[config.mk]
export PLATFORM = sky130hd
export DESIGN_NAME = register_memory
export DESIGN_NICKNAME = d
export VERILOG_FILES = /design/src/rtl/register_memory.sv
export SDC_FILE = /design/constraint.sdc
export NUM_CORES = 2
export LEC_CHECK = 0
export ABC_AREA = 1
export CAP_MARGIN = 0
export CELL_PAD_IN_SITES_DETAIL_PLACEMENT = 1
export CELL_PAD_IN_SITES_GLOBAL_PLACEMENT = 1
export CORE_UTILIZATION = 51
export DETAILED_ROUTE_END_ITERATION = 16
export PLACE_DENSITY = 0.88
export SKIP_LAST_GASP = 1
export SLEW_MARGIN = 20
export SYNTH_ARGS = -nofsm -noshare
export SYNTH_HDL_FRONTEND = slang
export SYNTH_SLANG_ARGS = --single-unit
export TNS_END_PERCENT = 20
[constraint.sdc]
create_clock -name clk -period 5 [get_ports clk]
set_input_delay 0.5 -clock clk [delete_from_list [all_inputs] [get_ports clk]]
set_output_delay 0.5 -clock clk [all_outputs]
set_load 0.005 [all_outputs]
[src/rtl/register_memory.sv]
// Register file for the 32-bit MIPS datapath: 32 x 32-bit registers, two asynchronous reads, two synchronous writes.
// Register 0 always reads as zero. When both ports write the same address in one cycle, port 2 wins.
module register_memory #(
  parameter int DATA_W = 32,
  parameter int ADDR_W = 5
) (
  input  logic              clk,
  input  logic              rst,
  input  logic [ADDR_W-1:0] ReadReg1,
  input  logic [ADDR_W-1:0] ReadReg2,
  input  logic [ADDR_W-1:0] WriteReg1,
  input  logic [ADDR_W-1:0] WriteReg2,
  input  logic [DATA_W-1:0] WriteData1,
  input  logic [DATA_W-1:0] WriteData2,
  output logic [DATA_W-1:0] ReadData1,
  output logic [DATA_W-1:0] ReadData2,
  input  logic [1:0]        RegWrite_signal
);

  localparam int REG_N = 2 ** ADDR_W;

  logic [DATA_W-1:0] regs_q [REG_N];
  logic [DATA_W-1:0] regs_d [REG_N];
  logic              we1_s;
  logic              we2_s;

  // Qualify write enables; if() takes the else branch on X/Z, so unknown enables never write
  always_comb begin
    we1_s = 1'b0;
    we2_s = 1'b0;
    if (RegWrite_signal[1]) begin
      we1_s = 1'b1;
    end else begin
      we1_s = 1'b0;
    end
    if (RegWrite_signal[0]) begin
      we2_s = 1'b1;
    end else begin
      we2_s = 1'b0;
    end
  end

  // Next-state per register: port 2 is checked first so it wins a same-address collision
  always_comb begin
    for (int i = 0; i < REG_N; i++) begin
      regs_d[i] = regs_q[i];
    end
    for (int i = 1; i < REG_N; i++) begin
      if (we2_s && (WriteReg2 == ADDR_W'(i))) begin
        regs_d[i] = WriteData2;
      end else if (we1_s && (WriteReg1 == ADDR_W'(i))) begin
        regs_d[i] = WriteData1;
      end else begin
        regs_d[i] = regs_q[i];
      end
    end
    regs_d[0] = {DATA_W{1'b0}};
  end

  // Register array update; synchronous reset overrides any write in the same cycle
  always_ff @(posedge clk) begin
    if (rst) begin
      for (int i = 0; i < REG_N; i++) begin
        regs_q[i] <= {DATA_W{1'b0}};
      end
    end else begin
      for (int i = 0; i < REG_N; i++) begin
        regs_q[i] <= regs_d[i];
      end
    end
  end

  // Combinational reads with no bypass; address 0 is forced to zero
  always_comb begin
    ReadData1 = {DATA_W{1'b0}};
    ReadData2 = {DATA_W{1'b0}};
    if (ReadReg1 == {ADDR_W{1'b0}}) begin
      ReadData1 = {DATA_W{1'b0}};
    end else begin
      ReadData1 = regs_q[ReadReg1];
    end
    if (ReadReg2 == {ADDR_W{1'b0}}) begin
      ReadData2 = {DATA_W{1'b0}};
    end else begin
      ReadData2 = regs_q[ReadReg2];
    end
  end

endmodule

# After elaboration in Yosys (flattened, before gate mapping)
# Memories as Yosys holds them, arrays and structs flattened.
# Cells that the tools add are included.
# W data, S select, Z words.
[op_classes]
addsub = 0
n_mul = 0
div_mod_pow = 0
n_lt_le_gt_ge = 0
eq_ne = 93
shift = 0
muxes = 101
bitwise_logic = 32
reduce_logical = 95
[ops]
columns = ["op", "n"]
rows = [
  ["$mux W32", 96],
  ["$eq A5 B5 Y1 const B", 32],
  ["$eq A5 B4 Y1 const B", 16],
  ["$logic_and A1 B1 Y1", 62],
  ["$ne A2 B2 Y1 const B", 31],
  ["$reduce_and A2 Y1", 31],
  ["$eq A5 B3 Y1 const B", 8],
  ["$or A1 B1 Y1", 32],
  ["$eq A5 B2 Y1 const B", 4],
  ["$eq A5 B1 Y1 const B", 2],
  ["$logic_not A5 Y1", 2],
  ["$mux W1", 5],
]
[totals]
register_bits = 0
latch_bits = 0
ramBits = 1024
mem_bits_ro = 0
input_bits = 88
out_inout_bits = 64
word_cells = 322
n_memories = 1
[mem_list]
columns = ["memory", "depth", "word_bits", "read_ports", "rd_ports_with_merged_regs", "wr", "line_no", "source"]
rows = [
  ["regs_q", 32, 32, 2, 0, 32, "22", "logic [DATA_W-1:0] regs_q [REG_N];"],
]

# Logic depth before layout (Yosys ltp)
[depth]
word_depth = 5
ltp_mapped = 12
ltp_nobuf = 9

# Worst setup path after synthesis
# OpenSTA, ideal clock, no wires.
[synth_timing]
path_kind = "input-to-reg"
startpoint = "input RegWrite_signal[1]"
endpoint = "memory regs_q[20][0] (enable)"
setup_ns = 0.431
t_arrival_ns = 2.433
required_ns = 4.569
path_slack_ns = 2.137
stages = 3
cell_sequence = "nand2_1 -> clkbuf_1 -> o211ai_1"
[synth_lines]
columns = ["element", "line_no", "source"]
rows = [
  ["start, declared", "17", "input logic [1:0] RegWrite_signal"],
  ["end, declared", "22", ""],
]

# Worst setup path after layout
[layout_timing]
startpoint = "input ReadReg1[1]"
endpoint = "output ReadData1[31]"
[layout_between]
elab_chain_len = 2
elab_cells_between_ends = 3
classes_between = "mux (1); reduce/logical (1); memory (1)"
[layout_rtl]
columns = ["element", "line_no", "source"]
rows = [
  ["start, declared", "9", "input logic [ADDR_W-1:0] ReadReg1,"],
  ["$mem_v2 Z32 W32 / $logic_not A5 Y1 (equally long branches)", "n/a", ""],
  ["$mux W32 (*)", "77", "if (ReadReg1 == {ADDR_W{1'b0}}) begin"],
  ["end, declared", "15", "output logic [DATA_W-1:0] ReadData1,"],
]
# Every way passes the cells marked *; elsewhere a longest branch is shown, timed or not.

==> flow_summary.yaml <==
run_status:
  status: "finished with violations"
  violations: "design-rule violations"
synthesis:
  synth_compound_area_share_pct: 13.48
  synth-simple-area-share_pct: 31.89
  yosysUniqueCellTypes: 26
  syn_area_per_cell_sq_um: 7.197
  yosys_warnings: 0
  synth_nets: 9276
  synth_top_family_by_area: "simple AND/OR/NAND/NOR gates"
  ys_seq_elements: 992
  synth_mux_area_share_pct: 0
  synthAdderAreaFrac_pct: 0
  seq_area_frac_synth_pct: 45.05
  synth_area_sq_um: 66120
  synthXorXnorAreaFrac_pct: 0
  syn-instance-count: 9188
cts:
  clockBufferDepth: 3
  hold_buffers: 0
  cts_sinks: 992
  clk_pin_slew_ns: 0.06
  cts_setup_buffers: 0
  root_buffer: "clkbuf_16"
  cts_htree_levels: 3
  cts_tree: "done"
  cts_resized: 0
  cts_buffers: 115
job:
  cap_viol_max_count: 0
critical_path:
  worstSetupPathType: "input pin to primary output"
  setup.worst_path.end_class: "primary output"
  crit_chain: "buf_8 > buf_12 > nor2_4 > buf_4 > nand2_1 > nand3_1 > nand3_1 > nand2_1 > nand2_1 > nand2_1 > clkdlybuf4s50_1"
  path_max_fanout: 140
  path_common_cell: "nand2_1"
  path_buf_inv: 4
  critical_path_depth: 11
  worstPathRequired_ns: 4.50
  path_delay_family: "buffers and inverters"
  startpoint_type: "input pin"
  critPathSlowestCell: "buf_4"
  crit_arrival_ns: 4.07
  slowest_delay_ns: 0.72
sta:
  setup_violations: 0
  final-hold-violation-count: 0
  period_share_pct: 91.42
  slew_violations: 0
  rsz0062_at_grt: "false"
  worst_pin_slew_ns: 1.262
  min_period_ns: 4.571
  tns_ns: 0
  slew_headroom_pct: 15.88
  hold_ws_ns: 0.5570
  max_freq_mhz: 218.8
detailed_routing:
  drc: 1
  routed_wl_um: 338400
  wl_per_cell_um: 32.14
  dr_total_vias: 75380
  dr.pass1.iters: 12
  final_antenna_net_count: 0
  drt-initial-drc-count: 12660
  viasPerCell: 7.159
cells_and_area:
  largest_register_ffs: 992
  fin_nets: 8795
  area_growth_pct: 8.352
  largestRegisters: "regs_q: 992 flops"
  drive_gt1_share_pct: 6.269
  largest-register: "regs_q"
global_route:
  grt.overflow.total: 0
  grt_pass1_vias: 76910
  grt_pass1_wl_um: 489800
  antenna_found_initial: 19
  grt_max_degree: 219
  grtUsageTotal_pct: 50.25
floorplanning:
  start_util_pct: 51.65
  num_io_pins: 152
  fp.dieArea_sq_um: 131100
  die_x_um: 362.1
  fp-row-count: 131
  die_h_um: 362.1
  coreArea_sq_um: 128000
worst_hold_path:
  holdPathStages: 3
  hold_class: "input pin to register"
place:
  io_buffers: 151
  dp_hpwl_um: 187800
  place.gp.congestion: 0.9543
power:
  max-vdd-ir-drop_v: 0.0003092
  p_leak_nw: 29.39
  power_density_nw_per_um2: 320.5
[synth_stat cells]
cell      instances  area, sq um
inv_2             7        26.28
nor2_2            3        18.77
o21ai_1          79        395.4
nand2_1        2643         9921
nand3_1        1926         9639
a21oi_2          60        525.5
nor2_1          136        510.5
nor2_8            4        80.08
buf_6             4        45.04
o211ai_1         14        105.1
a21oi_1        1188         5946
edfxtp_1        992        29790
or2_2            16        100.1
buf_2           167        835.8
buf_1           102        382.9
o21ai_0         381         1907
buf_4             5        37.54
or2_1             2        12.51
nor2_4            9        101.4
nand4_1          97        606.8
nand2_2          15        93.84
inv_1           630         2365
clkbuf_2          1        5.000
clkinv_1          1        3.750
o21ai_2           4        35.03
clkbuf_1        702         2635
[per-stage QoR]
step / instances / util, % / worst slack [ns] / cell area [sq um] / power (W)
global route: 10520 / 55.95 / 0.5474 / 71620 / 0.02332
CTS: 10520 / 55.94 / 0.7319 / 71610 / 0.02260
global placement: 10320 / 53.17 / 0.8112 / 68060 / 0.01414
floorplan: 9188 / - / 2.137 / 66120 / 0.01255
detailed placement: 10320 / 53.17 / 0.7465 / 68070 / 0.01434
finish: 10530 / 55.97 / 0.4288 / 71650 / 0.02296
[area by class of cell]
| cell class | count | area, sq um |
|---|---|---|
| Multi-Input combinational cell | 6577 | 30100 |
| Fill cell | 16160 | 56370 |
| Inverter | 638 | 2439 |
| Timing Repair Buffer | 383 | 3583 |
| Sequential cell | 992 | 29790 |
| Antenna cell | 12 | 30.03 |
| Clock buffer | 146 | 3058 |
| Clock inverter | 53 | 483.0 |
| Tap cell | 1729 | 2163 |
[kinds of logic (layout without fill, tap and decap cells)]
logic type,Yosys count,in the layout
DFF,992,992
other,0,12
AOI/OAI and AO/OA,1726,1726
and+or+nand+nor,4851,4851
buffers and inverters,1619,1220
[power breakdown]
part	switching [W]	leakage, nW	internal (W)
Combinational	0.00329	18.1	0.00108
Clock	0.00374	1.74	0.00472
Sequential	0.000291	9.55	0.00984
[cell usage in the layout, fill, tap and decap left out, drive strengths merged]
cell type	n
a21oi	1248
buf	255
bufinv	9
clkbuf	146
clkdlybuf4s50	128
clkinv	45
clkinvlp	2
diode	12
edfxtp	992
inv	635
nand2	2658
nand3	1926
nand4	97
nor2	152
o211ai	14
o21ai	464
or2	18
[metal layers]
layer	track usage, %	wire length, um	share of wire (%)
met3	17.45	54360	16
met2	73.67	140900	42
met4	39.21	31300	9.2
met5	0	155	0.046
met1	60.23	111700	33
[final timing paths]
path / start / end / slack (ns)
setup / recovery: ReadReg1[1] / ReadData1[31] / 0.43
hold / removal: WriteData2[21] / regs_q[17][21] / 0.56
Note: power is estimated with default switching activity, not from simulation.
